===== src/rtl/fft8_input_loader.sv =====
// Serial-to-parallel input buffer for the 8-point FFT: collects eight complex
// samples, presents them as one parallel frame and holds it until accepted.
`timescale 1ns/1ps
module fft8_input_loader #(
  parameter int DATA_W = 16
) (
  input  logic                clk,
  input  logic                rst_n,
  input  logic                in_valid,
  output logic                in_ready,
  input  logic [DATA_W-1:0]   in_real,
  input  logic [DATA_W-1:0]   in_imag,
  input  logic                in_last,
  output logic                out_valid,
  input  logic                out_ready,
  output logic [8*DATA_W-1:0] out_real,
  output logic [8*DATA_W-1:0] out_imag,
  output logic                err_frame,
  output logic [15:0]         frame_cnt
);

  typedef enum logic {FILL = 1'b0, FULL = 1'b1} state_t;

  state_t                   state_q, state_d;
  logic [2:0]               idx_q;
  logic signed [DATA_W-1:0] slot_re [8];
  logic signed [DATA_W-1:0] slot_im [8];
  logic                     err_q;
  logic [15:0]              cnt_q;
  logic                     beat, last_slot, frame_err, out_hs;

  assign beat      = in_valid & in_ready;
  assign last_slot = (idx_q == 3'd7);
  // A marker on the wrong slot, or a missing one on slot 7, is a framing error.
  assign frame_err = beat & (in_last ^ last_slot);
  assign out_hs    = out_valid & out_ready;

  always_ff @(posedge clk) begin
    if (!rst_n) state_q <= FILL;
    else        state_q <= state_d;
  end

  always_comb begin
    state_d = state_q;
    case (state_q)
      FILL:    if (beat && last_slot) state_d = FULL;
      FULL:    if (out_ready)         state_d = FILL;
      default: state_d = FILL;
    endcase
  end

  // in_ready depends on state only, so out_ready never reaches it combinationally.
  always_comb begin
    in_ready  = (state_q == FILL);
    out_valid = (state_q == FULL);
  end

  always_ff @(posedge clk) begin
    if (!rst_n) begin
      idx_q <= 3'd0;
      err_q <= 1'b0;
      cnt_q <= 16'd0;
    end else begin
      if (beat) begin
        if (in_last || last_slot) idx_q <= 3'd0;
        else                      idx_q <= idx_q + 3'd1;
      end
      if (frame_err) err_q <= 1'b1;
      if (out_hs)    cnt_q <= cnt_q + 16'd1;
    end
  end

  // Sample store: written only in FILL, so the frame is frozen while FULL.
  always_ff @(posedge clk) begin
    if (!rst_n) begin
      for (int k = 0; k < 8; k++) begin
        slot_re[k] <= '0;
        slot_im[k] <= '0;
      end
    end else if (beat) begin
      slot_re[idx_q] <= signed'(in_real);
      slot_im[idx_q] <= signed'(in_imag);
    end
  end

  always_comb begin
    out_real = '0;
    out_imag = '0;
    for (int k = 0; k < 8; k++) begin
      out_real[k*DATA_W +: DATA_W] = slot_re[k];
      out_imag[k*DATA_W +: DATA_W] = slot_im[k];
    end
  end

  assign err_frame = err_q;
  assign frame_cnt = cnt_q;

endmodule


===== config.mk =====
export PLATFORM = sky130hd
export DESIGN_NAME = fft8_input_loader
export DESIGN_NICKNAME = d
export VERILOG_FILES = /design/src/rtl/fft8_input_loader.sv
export SDC_FILE = /design/constraint.sdc
export NUM_CORES = 1
export LEC_CHECK = 0
export CORE_ASPECT_RATIO = 1.2
export CORE_UTILIZATION = 43
export CTS_CLUSTER_DIAMETER = 100
export DETAILED_ROUTE_END_ITERATION = 12
export HOLD_SLACK_MARGIN = 0.03
export PLACE_DENSITY = 0.83
export SYNTH_ARGS = -nofsm -noshare
export SYNTH_HDL_FRONTEND = slang
export SYNTH_SLANG_ARGS = --single-unit

===== constraint.sdc =====
create_clock -name clk -period 4.75 [get_ports clk]
set_input_delay 1.1875 -clock clk [delete_from_list [all_inputs] [get_ports clk]]
set_output_delay 1.1875 -clock clk [all_outputs]
set_load 0.05 [all_outputs]

==> metrics.csv <==
metric;value;unit
Layout Cells excl Fill;1332;
crit-path cells;clkdlybuf4s50_1 -> buf_4 -> nand3_1 -> nor3_4 -> nand2b_2;
CTS H-tree lvls;1;
leakage power;5.46;nW
worst-path fanout max;32;
Overflow after GRT;0;
largest net degree at the start of global routing;33;
CTS clock-pin slew for the worst setup and hold paths;60;ps
yosys warns;0;
HPWL after detailed placement;19.2;mm
initial core utilization;0.438;
CTS tree;built;
mapped cell area;10500;sq um
drt wl/cell;21.0;um
minimum clock period;3410;ps
Final Hold Fails;0;
Die Wd;145;um
Max stage delay on crit path;770;ps
Core Region;24000;sq um
max frequency;0.294;GHz
Skew-Pair Late Insertion Delay;530;ps
Die Footprint;25000;sq um
Least-Margin Pin Slew;981;ps
max_slew headroom;0.346;
Switch Pwr;0.00138;W
CP arrival;3550;ps
Post-Place Setup Slack;815;ps
total wire length;28.0;mm
via count;6492;
CP required;4890;ps
Area Growth Syn to Fin;42.4;%
setup TNS;0;ps
RSZ-0062 raised after global routing;no;
Final Setup Violations;0;
CP max-delay cell;nand2b_2;
row count;62;
First-pass DRT Iterations;5;
Gate power share;0.122;
residual DRC count;0;
share of layout cells above drive strength 1;0.0682;
initial antenna violation count;0;
Startpoint Class;input pin;
clock sinks;277;
Max VDD drop;0.292;mV
global-route wire length before repair;40.0;mm
Crit Path Class;in2reg;
Worst Clk Skew;17.7;ps
outcome;completed;
I/O Pins;312;
number of post-CTS setup repair buffers;0;
Pint;0.00420;W
antenna-violating nets left;0;
Max Cap Viol;0;
hold_buf cts;0;
initial DRC count;382;
Avg Vias per Cell;4.87;
sequential share of power;0.499;
Slew Viols, Final;0;
post-layout util;0.623;
Yosys cell types;35;
Synth Net Count;712;
Avg Inst Size Synth;15.6;sq um
placed cell count;1288;
Synth Register Bits;277;
Clock Tree Root;clkbuf_16;
Syn Inst Count;671;
CTS buffer count;27;
Final WS setup;1340;ps
ANT cells;0;
Top delay family on crit path;simple AND/OR/NAND/NOR gates;
# port buffers;311;
die height;173;um
Routability Congestion;0.771;
Worst Hold Class;reg2reg;
clk buf depth;3;
clock share of power;0.379;
number of global-route vias before repair;6438;
Resize count post-CTS;0;
Crit. End Element;flop;
Period Utilization, post-route;0.717;
PwrDens;374;nW/um^2
fin nets;1038;
Tot GR Track Use;0.221;
Worst Path Buf+Inv;2;
sw frac;0.248;
register area share after synthesis;0.773;
==> cell usage in the layout, fill, tap and decap left out, types with 2 or more instances in the layout <==
cell type        Yosys  layout
a21oi_1              9       9
and2_1             256     256
and3_1               4       4
buf_4                0      15
bufinv_16            0       4
clkbuf_1            17       6
clkbuf_16            0      27
clkdlybuf4s50_1      0     311
clkinv_2             0       3
dfxtp_1             21      21
edfxtp_1           256     256
ha_1                 4       4
inv_1                6       6
inv_6                0       2
mux2i_1              2       2
nand2_1             11      11
nand2b_1             7       5
nand2b_2             0       2
nand3_1             10      10
nand4_1              4       4
nor2_1              16      13
nor2_2               2       5
nor3_1               3       3
nor3_4               1       2
o21ai_4              0       6
or3_1                2       2
xnor2_1              6       6
xor2_1               4       4
==> metrics by stage <==
step,hold WS (ps),area [sq um],total power [W]
floorplan,457,10500,0.00323
global placement,462,14100,0.00351
detailed placement,465,14100,0.00352
CTS,476,14900,0.00562
global route,501,14900,0.00571
finish,471,14900,0.00558
==> cells by family after synthesis <==
group / share of synthesized area
AO/OA/AOI/OAI: 0.00918
XOR/XNOR: 0.00835
adder cells (fa/ha/maj): 0.00477
buffers and inverters: 0.0138
flip-flops: 0.773
multiplexers: 0.00191
AND/OR/NAND/NOR: 0.189
==> worst register-to-register path: cells and delay by family, from the launching register on <==
kind | cells | cell delay (ps)
flip-flops | 1 | 380
AND/OR/NAND/NOR | 4 | 1800
==> power groups by stage <==
stage               combinational, W  clock (W)  sequential, W
floorplan                  0.0000596          0        0.00317
finish                      0.000682    0.00212        0.00278
detailed placement          0.000686          0        0.00284
CTS                         0.000688    0.00214        0.00279
global placement            0.000681          0        0.00283
global route                0.000704    0.00222        0.00279
==> cell usage after synthesis <==
| master | instances | share of area |
|---|---|---|
| and2b_1 | 1 | 0.00072 |
| clkbuf_2 | 9 | 0.0043 |
| ha_1 | 4 | 0.0048 |
| o41ai_1 | 1 | 0.00083 |
| clkbuf_1 | 17 | 0.0061 |
| nand3_1 | 10 | 0.0048 |
| or4b_1 | 1 | 0.00095 |
| nand2b_1 | 7 | 0.0042 |
| and3_1 | 4 | 0.0024 |
| nor3_2 | 1 | 0.00095 |
| nand4_1 | 4 | 0.0024 |
| nand2b_4 | 1 | 0.0013 |
| buf_1 | 1 | 0.00036 |
| nor3_4 | 1 | 0.0016 |
| mux2i_1 | 2 | 0.0019 |
| nand3b_1 | 1 | 0.00072 |
| nor2_2 | 2 | 0.0012 |
| nor2_4 | 1 | 0.0011 |
| dfxtp_1 | 21 | 0.040 |
| xor2_1 | 4 | 0.0033 |
| or4_1 | 1 | 0.00072 |
| or3_1 | 2 | 0.0012 |
| o21ai_0 | 7 | 0.0033 |
| nand2_1 | 11 | 0.0039 |
| buf_2 | 2 | 0.00095 |
| o31ai_1 | 1 | 0.00072 |
| and4_1 | 1 | 0.00083 |
| nor2_1 | 16 | 0.0057 |
| xnor2_1 | 6 | 0.0050 |
| and2_1 | 256 | 0.15 |
| or2_1 | 1 | 0.00060 |
| nor3_1 | 3 | 0.0014 |
| a21oi_1 | 9 | 0.0043 |
| inv_1 | 6 | 0.0021 |
| edfxtp_1 | 256 | 0.73 |
==> state kept, by name (all words and copies together) (netlist names) <==
| register | cells |
|---|---|
| slot_re | 128 |
| slot_im | 128 |
| frame_cnt | 16 |
| idx_q | 3 |
| out_valid | 1 |
| err_frame | 1 |
==> cell type report <==
class                   count  area, sq um
clock buffers              33          698
well taps                 320          400
clock inverters            11          164
flip-flops and latches    277         8110
repair buffers            326         3230
fillers                  1695         9030
multi-input cells         359         2330
inverters                   6         22.5
==> final timing paths <==
| kind | endpoint | from | cells past startpoint | slack (ps) |
|---|---|---|---|---|
| setup reg to reg | slot_im[2][8]$_SDFFCE_PN0P_ | out_valid$_SDFF_PN0_ | 4 | 2140 |
| hold reg to reg | frame_cnt[15]$_SDFFE_PN0P_ | frame_cnt[15]$_SDFFE_PN0P_ | 2 | 470 |
| setup / recovery | slot_im[2][8]$_SDFFCE_PN0P_ | rst_n | 5 | 1340 |
| hold / removal | frame_cnt[15]$_SDFFE_PN0P_ | frame_cnt[15]$_SDFFE_PN0P_ | 2 | 470 |
==> per-layer routing <==
metal / share of wire / vias up / track usage
met5: 0 / - / 0
met4: 0.038 / 0 / 0.0925
met3: 0.077 / 64 / 0.0479
met2: 0.50 / 306 / 0.381
met1: 0.38 / 3137 / 0.266
li1: - / 2985 / -
Note: power is estimated with default switching activity, not from simulation.
